===== src/rtl/rle_vlc_packer.sv =====
// Maps zig-zag RLE tokens to variable-length codes (DC size/value, AC escape, EOB)
// and packs them MSB-first into 32-bit words on a valid/ready stream.
module rle_vlc_packer (
  input  logic        clk,
  input  logic        reset,
  output logic        in_rdy,
  input  logic        in_en,
  input  logic [15:0] in_val,
  input  logic [5:0]  in_len,
  input  logic        in_end,
  input  logic        in_dc,
  input  logic        flush,
  output logic        flush_done,
  output logic [31:0] out_data,
  output logic        out_valid,
  input  logic        out_ready
);

  localparam int unsigned ACC_W  = 64;
  localparam int unsigned CNT_W  = 7;
  localparam int unsigned CODE_W = 24;
  localparam int unsigned LEN_W  = 5;
  localparam int unsigned LVL_W  = 12;

  localparam logic [1:0] ST_ACCEPT   = 2'd0;
  localparam logic [1:0] ST_PEND_AC  = 2'd1;
  localparam logic [1:0] ST_EOB_PEND = 2'd2;
  localparam logic [1:0] ST_FLUSH    = 2'd3;

  localparam logic [CNT_W-1:0]  CNT_WORD = CNT_W'(32);
  localparam logic [CODE_W-1:0] EOB_CODE = CODE_W'(2'b10);

  // Saturate to the 12-bit symmetric range [-2047, +2047]
  function automatic logic [LVL_W-1:0] sat12(input logic [15:0] v);
    if ($signed(v) > 16'sd2047)       return 12'h7FF;
    else if ($signed(v) < -16'sd2047) return 12'h801;
    else                              return v[LVL_W-1:0];
  endfunction

  function automatic logic [CODE_W-1:0] ac_code(input logic [5:0] run, input logic [LVL_W-1:0] lvl);
    return {6'b000001, run, lvl};
  endfunction

  function automatic logic [3:0] dc_size(input logic [LVL_W-1:0] lvl);
    logic [LVL_W-1:0] mag;
    logic [3:0]       s;
    mag = lvl[LVL_W-1] ? -lvl : lvl;
    s   = 4'd0;
    for (int i = 0; i < 11; i++) begin
      if (mag[i]) s = 4'(i + 1);
    end
    return s;
  endfunction

  logic [1:0]        state, state_n;
  logic [ACC_W-1:0]  acc, acc_s, acc_n;
  logic [CNT_W-1:0]  count, cnt_p, count_n, code_sh;
  logic              first, first_n;
  logic              flush_pend, flush_pend_n;
  logic [LVL_W-1:0]  hold_lvl, hold_lvl_n;
  logic [5:0]        hold_run, hold_run_n;
  logic              hold_end, hold_end_n;
  logic [CODE_W-1:0] code, dc_code;
  logic [LEN_W-1:0]  code_len, dc_len;
  logic [LVL_W-1:0]  in_lvl, dc_bits;
  logic [3:0]        dc_s;
  logic              pad, flush_done_n, take, pop, in_rdy_n;

  // Token-side decode of the current input coefficient
  always_comb begin
    in_lvl  = sat12(in_val);
    dc_s    = dc_size(in_lvl);
    dc_bits = in_lvl[LVL_W-1] ? in_lvl - 12'd1 : in_lvl;
    dc_code = (CODE_W'(dc_s) << dc_s) | (CODE_W'(dc_bits) & ((CODE_W'(1) << dc_s) - CODE_W'(1)));
    dc_len  = LEN_W'(dc_s) + LEN_W'(4);
  end

  assign take  = in_en && in_rdy;
  assign pop   = out_valid && out_ready;
  assign acc_s = pop ? (acc << 32) : acc;
  assign cnt_p = pop ? count - CNT_WORD : count;

  // Next-state and code selection: at most one code appended per cycle
  always_comb begin
    state_n      = state;
    first_n      = first;
    flush_pend_n = flush_pend | flush;
    hold_lvl_n   = hold_lvl;
    hold_run_n   = hold_run;
    hold_end_n   = hold_end;
    code         = '0;
    code_len     = '0;
    pad          = 1'b0;
    flush_done_n = 1'b0;
    case (state)
      ST_ACCEPT: begin
        if (take) begin
          if (in_dc) begin
            code     = dc_code;
            code_len = dc_len;
            first_n  = in_end;
          end else if (first) begin
            // Upstream folded a zero DC into the run: emit size-0 DC, replay token next cycle
            code_len   = LEN_W'(4);
            hold_lvl_n = in_lvl;
            hold_run_n = in_len - 6'd1;
            hold_end_n = in_end;
            first_n    = 1'b0;
            state_n    = ST_PEND_AC;
          end else if (in_end && in_lvl == '0) begin
            code     = EOB_CODE;
            code_len = LEN_W'(2);
            first_n  = 1'b1;
          end else begin
            code     = ac_code(in_len, in_lvl);
            code_len = LEN_W'(CODE_W);
            if (in_end) begin
              first_n = 1'b1;
              state_n = ST_EOB_PEND;
            end
          end
        end else if (flush || flush_pend) begin
          flush_pend_n = 1'b0;
          if (count == '0) flush_done_n = 1'b1;
          else             state_n      = ST_FLUSH;
        end
      end
      ST_PEND_AC: begin
        state_n = ST_ACCEPT;
        if (hold_end) first_n = 1'b1;
        if (hold_end && hold_lvl == '0) begin
          code     = EOB_CODE;
          code_len = LEN_W'(2);
        end else begin
          code     = ac_code(hold_run, hold_lvl);
          code_len = LEN_W'(CODE_W);
          if (hold_end) state_n = ST_EOB_PEND;
        end
      end
      ST_EOB_PEND: begin
        code     = EOB_CODE;
        code_len = LEN_W'(2);
        state_n  = ST_ACCEPT;
      end
      ST_FLUSH: begin
        if (cnt_p == '0) begin
          flush_done_n = 1'b1;
          state_n      = ST_ACCEPT;
        end else if (cnt_p < CNT_WORD) begin
          pad = 1'b1;
        end
      end
      default: state_n = ST_ACCEPT;
    endcase
  end

  // Bits below count are always zero, so padding only needs to bump the count
  always_comb begin
    code_sh  = CNT_W'(64) - cnt_p - CNT_W'(code_len);
    acc_n    = acc_s | (ACC_W'(code) << code_sh);
    count_n  = pad ? CNT_WORD : cnt_p + CNT_W'(code_len);
    in_rdy_n = (state_n == ST_ACCEPT) && (count_n <= CNT_WORD) && !flush_pend_n;
  end

  always_ff @(posedge clk) begin
    if (reset) begin
      state      <= ST_ACCEPT;
      acc        <= '0;
      count      <= '0;
      first      <= 1'b1;
      flush_pend <= 1'b0;
      hold_lvl   <= '0;
      hold_run   <= '0;
      hold_end   <= 1'b0;
      in_rdy     <= 1'b0;
      out_valid  <= 1'b0;
      out_data   <= '0;
      flush_done <= 1'b0;
    end else begin
      state      <= state_n;
      acc        <= acc_n;
      count      <= count_n;
      first      <= first_n;
      flush_pend <= flush_pend_n;
      hold_lvl   <= hold_lvl_n;
      hold_run   <= hold_run_n;
      hold_end   <= hold_end_n;
      in_rdy     <= in_rdy_n;
      out_valid  <= count_n >= CNT_WORD;
      out_data   <= acc_n[ACC_W-1:32];
      flush_done <= flush_done_n;
    end
  end

endmodule


===== config.mk =====
export PLATFORM = sky130hd
export DESIGN_NAME = rle_vlc_packer
export DESIGN_NICKNAME = d
export VERILOG_FILES = /design/src/rtl/rle_vlc_packer.sv
export SDC_FILE = /design/constraint.sdc
export NUM_CORES = 1
export LEC_CHECK = 0
export BUFFER_PORTS_ARGS = -buffer_cell sky130_fd_sc_hd__clkbuf_2
export CAP_MARGIN = 20
export CORE_ASPECT_RATIO = 0.7
export CORE_MARGIN = 10
export CORE_UTILIZATION = 35
export DETAILED_ROUTE_END_ITERATION = 10
export GPL_TIMING_DRIVEN = 0
export PLACE_DENSITY = 0.55
export SETUP_SLACK_MARGIN = 0.05
export SYNTH_ARGS = -nofsm -noshare
export SYNTH_HDL_FRONTEND = slang
export SYNTH_SLANG_ARGS = --single-unit
export TNS_END_PERCENT = 1

===== constraint.sdc =====
create_clock -name clk -period 8.5 [get_ports clk]
set_clock_uncertainty 0.1 [all_clocks]
set_input_delay 0.425 -clock clk [delete_from_list [all_inputs] [get_ports clk]]
set_output_delay 0.425 -clock clk [all_outputs]
set_load 0.005 [all_outputs]

* Yosys cells after proc, flatten, opt, wreduce, memory -nomap -nowiden
Index checks and enable logic that the tools add are counted.
** Storage, ports and cells
- Register bits after elaboration :: 129
- Bits of input ports :: 29
- Output and inout bits :: 35
- Word-level logic and storage cells :: 115
** Cells by class
- Add/subtract/negate cells :: 9
- Magnitude comparators :: 5
- Equal/unequal tests :: 5
- Shift-type cells :: 3
- Mux-type cells :: 59
- Bitwise operators :: 5
- Reductions and logical operators :: 17
** Operator list (count)
- $pmux 24 s3 :: 1
- $mux 64 :: 1
- $or 64x64->64 :: 1
- $shl 24x7->64 :: 1
- $mux 19 :: 3
- $mux 24 :: 2
- $mux 4 :: 10
- $mux 12 :: 3
- $mux 5 :: 5
- $and 12x24->24 :: 1
- $logic_not 12->1 :: 2
- $or 24x24->24 :: 1
- $shl 1x4->24 const A :: 1
- $shl 4x4->24 :: 1
- $sub 24x1->24 const B :: 1
- $mux 2 :: 10
- $mux 1 :: 17
- $gt 16x12->1 const B :: 1
- $lt 16x12->1 const B :: 1
- $pmux 5 s3 :: 1
- $logic_not 7->1 :: 2
- $mux 7 :: 2
- $sub 12x1->12 const B :: 1
- $mux 11 :: 1
- 24 further kinds :: 33

* Depth between registers and ports, before layout
Gate-level depths: netlist of run 1.
- Depth in word-level cells :: 25
- Depth in mapped cells :: 33
- Depth with buffers taken out :: 28

* Worst setup path before layout of run 1
OpenSTA, ideal clock, no wires.
- Path kind :: input -> register
- Start :: input in_val[14]
- End :: register out_data[2]
- Setup time :: 91 ps
- Data arrival time :: 6414 ps
- Data required time :: 8309 ps
- Path slack :: 1895 ps
- Stages :: 28
- Buffers on the path :: 2
- Path through :: buf_2 > nor4_4 > nand2_1 > a22o_1 > nor2_1 > ha_1 > nor2b_1 > a21boi_1 > o311ai_4 > or3_1 > and4_1 > buf_6 > o211ai_2 > a21oi_1 > or3_1 > ha_1 > ha_1 > a21o_1 > a21oi_1 > o21bai_1 > a21oi_1 > xnor2_1 > nor2_1 > nand2_1 > nor2_1 > a21oi_1 > and2_1 > a311oi_1
** On the way
- Word-level cells in the longest chain between the ends :: 25
- Elaborated cells on any way between the ends :: 40
- Those cells by class :: add/sub (5); order compare (2); shift (3); mux (25); bitwise (3); reduce/logical (2)
** RTL lines
- start, declared :: RTL line 8 : input logic [15:0] in_val,
- $lt 16x12->1 :: RTL line 36 : else if ($signed(v) < -16'sd2047) return 12'h801;
- $mux 12 :: RTL line 36
- $mux 12 * :: RTL line 35 : if ($signed(v) > 16'sd2047) return 12'h7FF;
- $neg 11->11 :: RTL line 47 : mag = lvl[LVL_W-1] ? -lvl : lvl;
- $mux 11 :: RTL line 47
- $mux 1 :: RTL line 50 : if (mag[i]) s = 4'(i + 1);
- $mux 4 (10 in series) :: RTL line 50
- $shl 1x4->24 :: RTL line 74 : dc_code = (CODE_W'(dc_s) << dc_s) | (CODE_W'(dc_bits) & ((CODE_W'(1) << dc_s) - CODE_W'(1)));
- $sub 24x1->24 :: RTL line 74
- $and 12x24->24 :: RTL line 74
- $or 24x24->24 :: RTL line 74
- $mux 24 :: RTL line 98 : if (in_dc) begin
- $mux 24 :: RTL line 97 : if (take) begin
- $pmux 24 s3 :: RTL line 95 : case (state)
- $shl 24x7->64 * :: RTL line 160 : acc_n = acc_s | (ACC_W'(code) << code_sh);
- $or 64x64->64 * :: RTL line 160
- end signal, assigned :: RTL line 190 : out_data <= acc_n[ACC_W-1:32];
- end, declared :: RTL line 14 : output logic [31:0] out_data,
Mark *: on every way between the ends. The rest lies on a longest branch, timed or not.
A chain may end at the register's enable or synchronous reset.

* Worst setup path after layout of run 1
- Start :: input in_val[12]
- End :: register out_data[3]
The elaborated chain is that of the path after synthesis.

==> results of run 1 <==
==> logic make-up after synthesis <==
family	synth area share [%]
xor+xnor	2.49
buf+inv	8.67
simple gates	24.6
flops	22.1
mux	3.91
compound gates	34.0
fa+ha+maj	4.29
==> final timing paths <==
kind	cells past startpoint	endpoint	from
worst min register to register	2	acc[13]	acc[13]
worst max register to register	19	out_data[3]	state[0]
worst min-delay path	2	hold_run[0]	in_len[0]
worst max-delay path	27	out_data[3]	in_val[12]
==> placed cells by master, fill, tap and decap left out, drive strengths merged, types with 13 or more instances in the layout <==
cell	synthesis	final
nor4	16	16
inv	34	36
o31ai	14	14
nand4	15	15
clkbuf	46	115
a221oi	15	15
a21o	14	14
nand2	138	138
ha	27	27
o22ai	21	21
nor2	142	142
a21oi	95	95
a211oi	21	21
o21ai	71	71
mux2i	25	25
dfxtp	97	97
a31oi	24	24
or3	13	13
nand3	19	19
xnor2	18	18
nor3	38	38
nand2b	13	13
buf	60	60
a22oi	20	20
==> metrics by stage <==
| step | setup slack (ns) | hold WS, ns | instance area (um^2) | setup TNS [ns] | cells |
|---|---|---|---|---|---|
| after global routing | 0.0985 | 0.240 | 9920 | 0 | 1602 |
| after global placement | -0.691 | 0.329 | 9510 | -9.15 | 1587 |
| after CTS | 0.199 | 0.223 | 9890 | 0 | 1602 |
| after detailed placement | -0.692 | 0.334 | 9510 | -8.86 | 1587 |
| after floorplan | 1.90 | 0.315 | 8800 | 0 | 1202 |
| final | 0.401 | 0.236 | 9920 | 0 | 1602 |
==> registers in the layout (all words and copies together), names as in the netlist <==
register    flops
flush_pend      1
hold_run        6
out_data       32
state           2
count           7
acc            32
hold_end        1
first           1
hold_lvl       12
in_rdy          1
out_valid       1
flush_done      1
==> repair_timing <==
item                                    in CTS  in global routing
endpoints found under the setup margin      11                 50
endpoints found under the hold margin        0                  0
buffers inserted                             0                  0
resized for setup                            3                 10
pin swaps                                    0                  1
==> worst max-delay path, cell delays in order <==
cell and delay (ns):
clkbuf_2 0.16, nor4_4 0.59, nand2_2 0.30, a22o_1 0.37, nor2_1 0.37, ha_1 0.42, and2_1 0.21, nand4_1 0.12
a32oi_2 0.45, nor2_1 0.12, o32a_1 0.45, o211ai_2 0.48, inv_1 0.13, ha_1 0.29, o21ai_0 0.07, nand2_1 0.11
nand2_1 0.08, ha_1 0.36, ha_1 0.37, a21oi_1 0.31, xnor2_1 0.31, clkbuf_1 0.43, clkbuf_1 0.49, nand2_1 0.29
inv_1 0.15, o21ai_0 0.21, o22ai_1 0.19
==> routing by layer <==
| layer | share of wire, % | global-route usage, % | up-vias |
|---|---|---|---|
| met5 | 0 | 0 | - |
| met4 | 0.55 | 2.36 | 0 |
| met3 | 15 | 9.38 | 22 |
| met2 | 35 | 27.3 | 641 |
| met1 | 49 | 35.7 | 4814 |
| li1 | - | - | 4629 |
==> synth_stat cells (9+ instances only) <==
library cell	number	area [um^2]
nor2b_1	10	62.6
a22o_1	12	105
a211oi_1	20	150
ha_1	27	338
a21o_1	14	105
mux2i_1	25	250
o21ai_1	9	45.0
nor2_1	142	533
nor3_1	35	175
a31oi_1	24	150
a221oi_1	13	114
inv_1	33	124
buf_2	10	50.1
nor4_1	13	81.3
o31ai_1	14	105
buf_4	43	323
a21oi_1	94	470
dfxtp_1	97	1940
nand3_1	19	95.1
nand2b_1	13	81.3
a22oi_1	19	143
and2_1	10	62.6
o22ai_1	20	125
clkbuf_1	44	165
nand4_1	14	87.6
or3_1	13	81.3
nand2_1	137	514
o21ai_0	62	310
xnor2_1	18	158
o21a_1	9	67.6
==> area by class of cell <==
cell class	count	area share, %
Timing Repair Buffer	60	3.03
Buffer	106	6.29
Tap cell	325	4.10
Inverter	37	1.40
Clock buffer	9	2.27
Multi-Input combinational cell	962	62.0
Sequential cell	97	19.6
Clock inverter	6	1.39
==> impl_results.md, run 1 <==
- Reg area: just under 0.002 mm^2
- # diodes: 0
- Hold_buf cts: 0
- IO buf count: 60
- Initial DRC Count: 1331
- First-pass GRT wire length: 57200 um
- Max Cap Viol: 0
- # IOs: 64
- Slew Viols, Final: 0
- Number of routed nets with antenna violations: 0
- Total gr overflow: 0
- Die W: 210 um
- Reg-to-reg slack, setup: 2.86 ns
- Slew @ Worst Pin: slightly above 1 ns
- Synth Cell Area: 0.00880 mm^2
- Initial antenna violation count: 0
- Depth of the CTS H-tree: 3
- Longest Clk Path Bufs: 2
- Number of synthesized flops with an enable pin: 0
- Startpoint Class: primary input
- Relative slew slack: about a third
- Final setup viols: 0
- Fin crit share: a little over nine tenths
- Post-synthesis register bit count: 97
- DR pass1 iterations: 5
- Wire per inst: 23.8 um
- Nets: 1331
- Vias in the first global route: ~9100
- Syn Area/Cell: 7.32 um^2
- Post-route DRC: 0
- Min-delay worst type: in2reg
- Root Buffer: clkbuf_16
- Area used by multi-input combinational logic: 0.00615 mm^2
- Synth unique cells: 102
- CP Data Required Time: 8.68 ns
- Util after Layout: about two fifths
- Setup crit end kind: register
- Die Y-Extent: around 150 um
- CTS tree: built
- CTS Buf Count: 9
- Achievable clock frequency: 0.123 GHz
- Async SR Flop Fraction: 0%
- Largest net degree at the start of global routing: 17
- Core area: about 0.025 mm^2
- Layout cell share with drive strength beyond 1: 14.5%
- Synthesized netlist cell count: 1202
- Starting Density: 35.7%
- Critical path type: in2reg
- Ys Warns: 0
- HPWL after DPL: 30400 um
- Most used DFF post-synth: dfxtp_1
- Status: finished clean
- Final Hold Violating Endpoints: 0
- CTS clk-pin slew, worst paths: 0.07 ns
- Synthesized net count: approximately 1300
- GRT Overall Usage: 22.6%
- DR vias/cell: 6.31
- Final WL: 38100 um
- Worst Path Arrival: 8.28 ns
- Routability cong.: around 1.0
- Rows: 48
- Routed vias: 10100
- Layout area overhead: 12.8%
- RSZ-0062 raised after global routing: false
- Sequential area share after synthesis: 22.1%
- Clk Latency, worst-skew pair: approximately 0.36 ns
- # fillers: 2617
- Die area: 0.0320 mm^2
- Critical path peak fanout: 10
- Post-layout min period: ~8.1 ns
- Clk sinks: just under 100
Power of run 1 is not shown: default switching activity piles up to over one toggle a cycle in this logic, so the estimate is an artifact.
==> run 2: changes to the inputs <==
--- a/config.mk
+++ b/config.mk
@@ -9,11 +9,12 @@
 export CAP_MARGIN = 20
 export CORE_ASPECT_RATIO = 0.7
 export CORE_MARGIN = 10
-export CORE_UTILIZATION = 35
+export CORE_UTILIZATION = 25
 export DETAILED_ROUTE_END_ITERATION = 10
 export GPL_TIMING_DRIVEN = 0
-export PLACE_DENSITY = 0.55
+export PLACE_DENSITY_LB_ADDON = 0.1
 export SETUP_SLACK_MARGIN = 0.05
+export SKIP_LAST_GASP = 1
 export SYNTH_ARGS = -nofsm -noshare
 export SYNTH_HDL_FRONTEND = slang
 export SYNTH_SLANG_ARGS = --single-unit
==> impl_results.md, run 2 (synthesis gave the netlist of run 1 again) <==
- Die Y-Extent: roughly 180 um
- Top Registers: acc (32), out_data (32), hold_lvl (12)
- Routed vias: between 9000 and 10000
- DR vias/cell: about 5.7
- # diodes: 0
- Met3 Wirelength: 4630 um
- CP max stage cell: a32oi_2
- Slew @ Worst Pin: 1.05 ns
- Initial DRC Count: approximately 1100
- Starting Density: between 20 and 30%
- Leading cell type in the layout, fill and taps excluded: nor2_1
- Longest Clk Path Bufs: 2
- CP top delay family: compound AO/OA/AOI/OAI gates
- Min-delay worst type: in2reg
- Placed Area: 0.00970 mm^2
- Clk sinks: 97
- RSZ-0062 raised after global routing: true
- Routability cong.: 0.950
- First-pass GRT wire length: 63600 um
- RR Endpoint: out_data[2]
- Root Buffer: clkbuf_16
- Relative slew slack: slightly below 30%
- CP peak stage delay: 0.48 ns
- DR pass1 iterations: 5
- Worst reg-to-reg path cell count: 20
- Fin crit share: between 90% and 100%
- Vias in the first global route: 9359
- Core area: 0.0347 mm^2
- Final Hold Violating Endpoints: 0
- Rows: 57
- Layout cell share with drive strength beyond 1: about 15%
- Final WL: 42800 um
- Most frequent cells in the layout: nor2_1 (139), nand2_1 (137), dfxtp_1 (97), a21oi_1 (93), o21ai_0 (62)
- WP buf/inv: 4
- Hold path depth: 2
- Depth of the CTS H-tree: 3
- Largest net degree at the start of global routing: 16
- Reg-to-reg slack, setup: 2.76 ns
- Nets: 1335
- Number of routed nets with antenna violations: 0
- Post-route DRC: 0
- Max Cap Viol: 0
- Final WS setup: 0.381 ns
- # fillers: ~3900
- Place WS: -1.13 ns
- CP Data Required Time: 8.65 ns
- Startpoint Class: primary input
- Critical path peak fanout: 10
- # IOs: 64
- Hold_sp: in_len[0]
- Achievable clock frequency: approximately 0.12 GHz
- Met2 WL: between 15000 and 20000 um
- Layout area overhead: 14.0%
- Die W: 244 um
- Wire per inst: between 20 and 25 um
- Slew Viols, Final: 0
- HPWL after DPL: 34300 um
- Reg area: around 0.002 mm^2
- Setup crit start: in_val[15]
- Worst Path Arrival: 8.27 ns
- Area used by multi-input combinational logic: 0.00614 mm^2
- Clk Latency, worst-skew pair: 0.38 ns
- GRT Overall Usage: 19.5%
- Worst reg2reg startpoint: state[0]
- CTS clk-pin slew, worst paths: 0.07 ns
- Top Layer Used: met4
- Initial antenna violation count: 0
- CTS Buf Count: 9
- Status: finished clean
- Setup crit end kind: register
- Hold EP: hold_run[0]
- Total gr overflow: 0
- CP Depth: 29
- Final Cell Area: 0.0100 mm^2
- M1 WL: 22500 um
- Die area: ~0.043 mm^2
- IO buf count: 60
- Final setup viols: 0
- Post-layout min period: 8.12 ns
- Critical path type: in2reg
- CTS tree: built
- Hold slack: about 0.22 ns
-- run 2: metal layers --
layer  up-vias  GRT usage [%]
met1      4840           31.0
met5         -              0
met4         0           3.38
met3        26           6.06
li1       4636              -
met2       448           24.3
-- run 2: area by class of cell --
type	count	area share (%)
Buffer	106	6.24
Clock buffer	11	2.32
Clock inverter	5	0.324
Inverter	37	1.38
Multi-Input combinational cell	962	61.2
Sequential cell	97	19.4
Tap cell	472	5.89
Timing Repair Buffer	64	3.29
-- run 2: metrics by stage --
stage                     cells  setup TNS, ns  util, %
after floorplan            1202              0        -
after global placement     1734         -33.32     27.9
after detailed placement   1735         -17.93     27.9
after CTS                  1753              0     28.8
after global routing       1754        -0.0450     28.9
final                      1754              0     28.9
-- run 2: what timing repair did --
action / 4_1_cts / 5_1_grt
resized for setup: 3 / 9
pin swaps: 1 / 0
cloned: 0 / 0
setup buffers: 2 / 0
hold buffers: 0 / 0
setup endpoints to repair: 19 / 46
-- run 2: how the worst max path moves through the flow --
stage,to
2_1_floorplan,out_data[2]
3_3_place_gp,acc[31]
3_5_place_dp,out_data[2]
4_1_cts,out_data[2]
5_1_grt,out_data[2]
6_report,out_data[2]
Power of run 2 is left out for the same reason.
==> run 3: changes to the inputs <==
--- a/config.mk
+++ b/config.mk
@@ -5,7 +5,7 @@
 export SDC_FILE = /design/constraint.sdc
 export NUM_CORES = 1
 export LEC_CHECK = 0
-export BUFFER_PORTS_ARGS = -buffer_cell sky130_fd_sc_hd__clkbuf_2
+export BUFFER_PORTS_ARGS = -buffer_cell sky130_fd_sc_hd__buf_4
 export CAP_MARGIN = 20
 export CORE_ASPECT_RATIO = 0.7
 export CORE_MARGIN = 10
==> impl_results.md, run 3 (synthesis gave the netlist of run 1 again) <==
- Status: finished clean
- Max Cap Viol: 0
- Fin crit share: just under 100%
- Slew Viols, Final: 0
- Starting Density: 25.3%
- CP peak stage delay: 0.49 ns
- Worst reg2reg startpoint: state[0]
- Final Hold Violating Endpoints: 0
- Worst Path Arrival: around 8.4 ns
- DR vias/cell: 5.74
- Setup crit start: in_val[15]
- Critical path peak fanout: 10
- DP Cell Count: between 1500 and 2000
- Die W: 244 um
- Routed vias: around 10000
- Hold_buf cts: 0
- Root Buffer: clkbuf_16
- Hold slack: 0.184 ns
- GRT Overall Usage: 19.5%
- Achievable clock frequency: around 0.12 GHz
- CTS tree: built
- CTS Buf Count: 9
- Final Cell Area: slightly above 0.01 mm^2
- Startpoint Class: primary input
- DR pass1 iterations: 6
- Layout area overhead: 16.2%
- WP buf/inv: 5
- Placed Area: 0.00985 mm^2
- RSZ-0062 raised after global routing: true
- Min-delay worst type: in2reg
- Longest Clk Path Bufs: 2
- Hold_sp: in_len[0]
- Clk sinks: between 90 and 100
- Top Registers: acc (32), out_data (32), hold_lvl (12)
- Die Y-Extent: 177 um
- Core area: 0.0347 mm^2
- CP top delay family: compound AO/OA/AOI/OAI gates
- CTS clk-pin slew, worst paths: 0.07 ns
- Largest net degree at the start of global routing: 17
- Most frequent cells in the layout: nor2_1 (139), nand2_1 (137), buf_4 (105), dfxtp_1 (97), a21oi_1 (93)
- Total gr overflow: 0
- Post-layout min period: 8.22 ns
- Number of routed nets with antenna violations: 0
- Wire per inst: approximately 24 um
- IO buf count: 60
- Relative slew slack: 31.6%
- Clk Latency, worst-skew pair: 0.38 ns
- Final setup viols: 0
- Initial antenna violation count: 1
- # IOs: 64
- Nets: 1334
- Critical path type: in2reg
- Setup crit end kind: register
- Area used by multi-input combinational logic: slightly above 0.006 mm^2
- HPWL after DPL: roughly 34000 um
- Final WL: 42700 um
- CP max stage cell: a32oi_2
- Rows: 57
- Depth of the CTS H-tree: 3
- Total negative setup slack: 0 ns
- Slew @ Worst Pin: 0.997 ns
- Layout cell share with drive strength beyond 1: 14.5%
- Vias in the first global route: 9376
- Initial DRC Count: about 1200
- # fillers: 3862
- CP Data Required Time: 8.64 ns
- Die area: 0.0432 mm^2
- Post-route DRC: 0
- Reg area: ~0.0019 mm^2
- Final Non-Filler Cells: 1754
- Leading cell type in the layout, fill and taps excluded: nor2_1
- Routability cong.: about 0.95
- First-pass GRT wire length: ~64000 um
-- run 3: changes by cell type in the layout (fill, tap and decap cells not counted) --
| cell | delta |
|---|---|
| clkinv_4 | -2 |
| inv_6 | +2 |
| clkinv_2 | -2 |
| clkbuf_1 | -2 |
| buf_2 | +1 |
| buf_4 | +58 |
| clkinvlp_4 | +1 |
| bufinv_16 | +2 |
| diode_2 | +2 |
| clkbuf_2 | -60 |
-- run 3: path summary, 6_finish.rpt --
| kind | end | slack, ns | cells after the start |
|---|---|---|---|
| setup / recovery | out_data[2] | 0.28 | 31 |
| hold / removal | hold_run[0] | 0.18 | 2 |
| setup reg to reg | out_data[2] | 2.74 | 22 |
| hold reg to reg | acc[29] | 0.34 | 2 |
-- run 3: routing by layer --
layer  vias to the layer above  part of all wire [%]  GRT usage, %
met2                       451                    36          24.2
met5                         -                     0             0
met3                        20                    10          6.48
met4                         0                  0.67          3.10
met1                      4965                    53          30.8
li1                       4635                     -             -
-- run 3: what timing repair did --
| item | in CTS | in global routing |
|---|---|---|
| setup buffers | 1 | 0 |
| pin swaps | 1 | 0 |
| endpoints found under the setup margin | 27 | 45 |
| gates resized for setup | 4 | 7 |
| gates cloned | 0 | 0 |
-- run 3: stage by stage --
step / util (%) / worst slack, ns
6_report: 29.4 / 0.280
5_1_grt: 29.4 / -0.0182
4_1_cts: 29.3 / 0.187
3_5_place_dp: 28.4 / -1.15
3_3_place_gp: 28.3 / -1.21
2_1_floorplan: - / 1.90
-- run 3: area by class of cell --
class,instances,area share [%]
Clock inverter,6,0.881
Tap cell,472,5.78
Timing Repair Buffer,63,4.60
Buffer,106,6.12
Antenna cell,2,0.0489
Sequential cell,97,19.0
Inverter,37,1.36
Multi-Input combinational cell,962,60.0
Clock buffer,9,2.20
Power of run 3 is left out for the same reason.
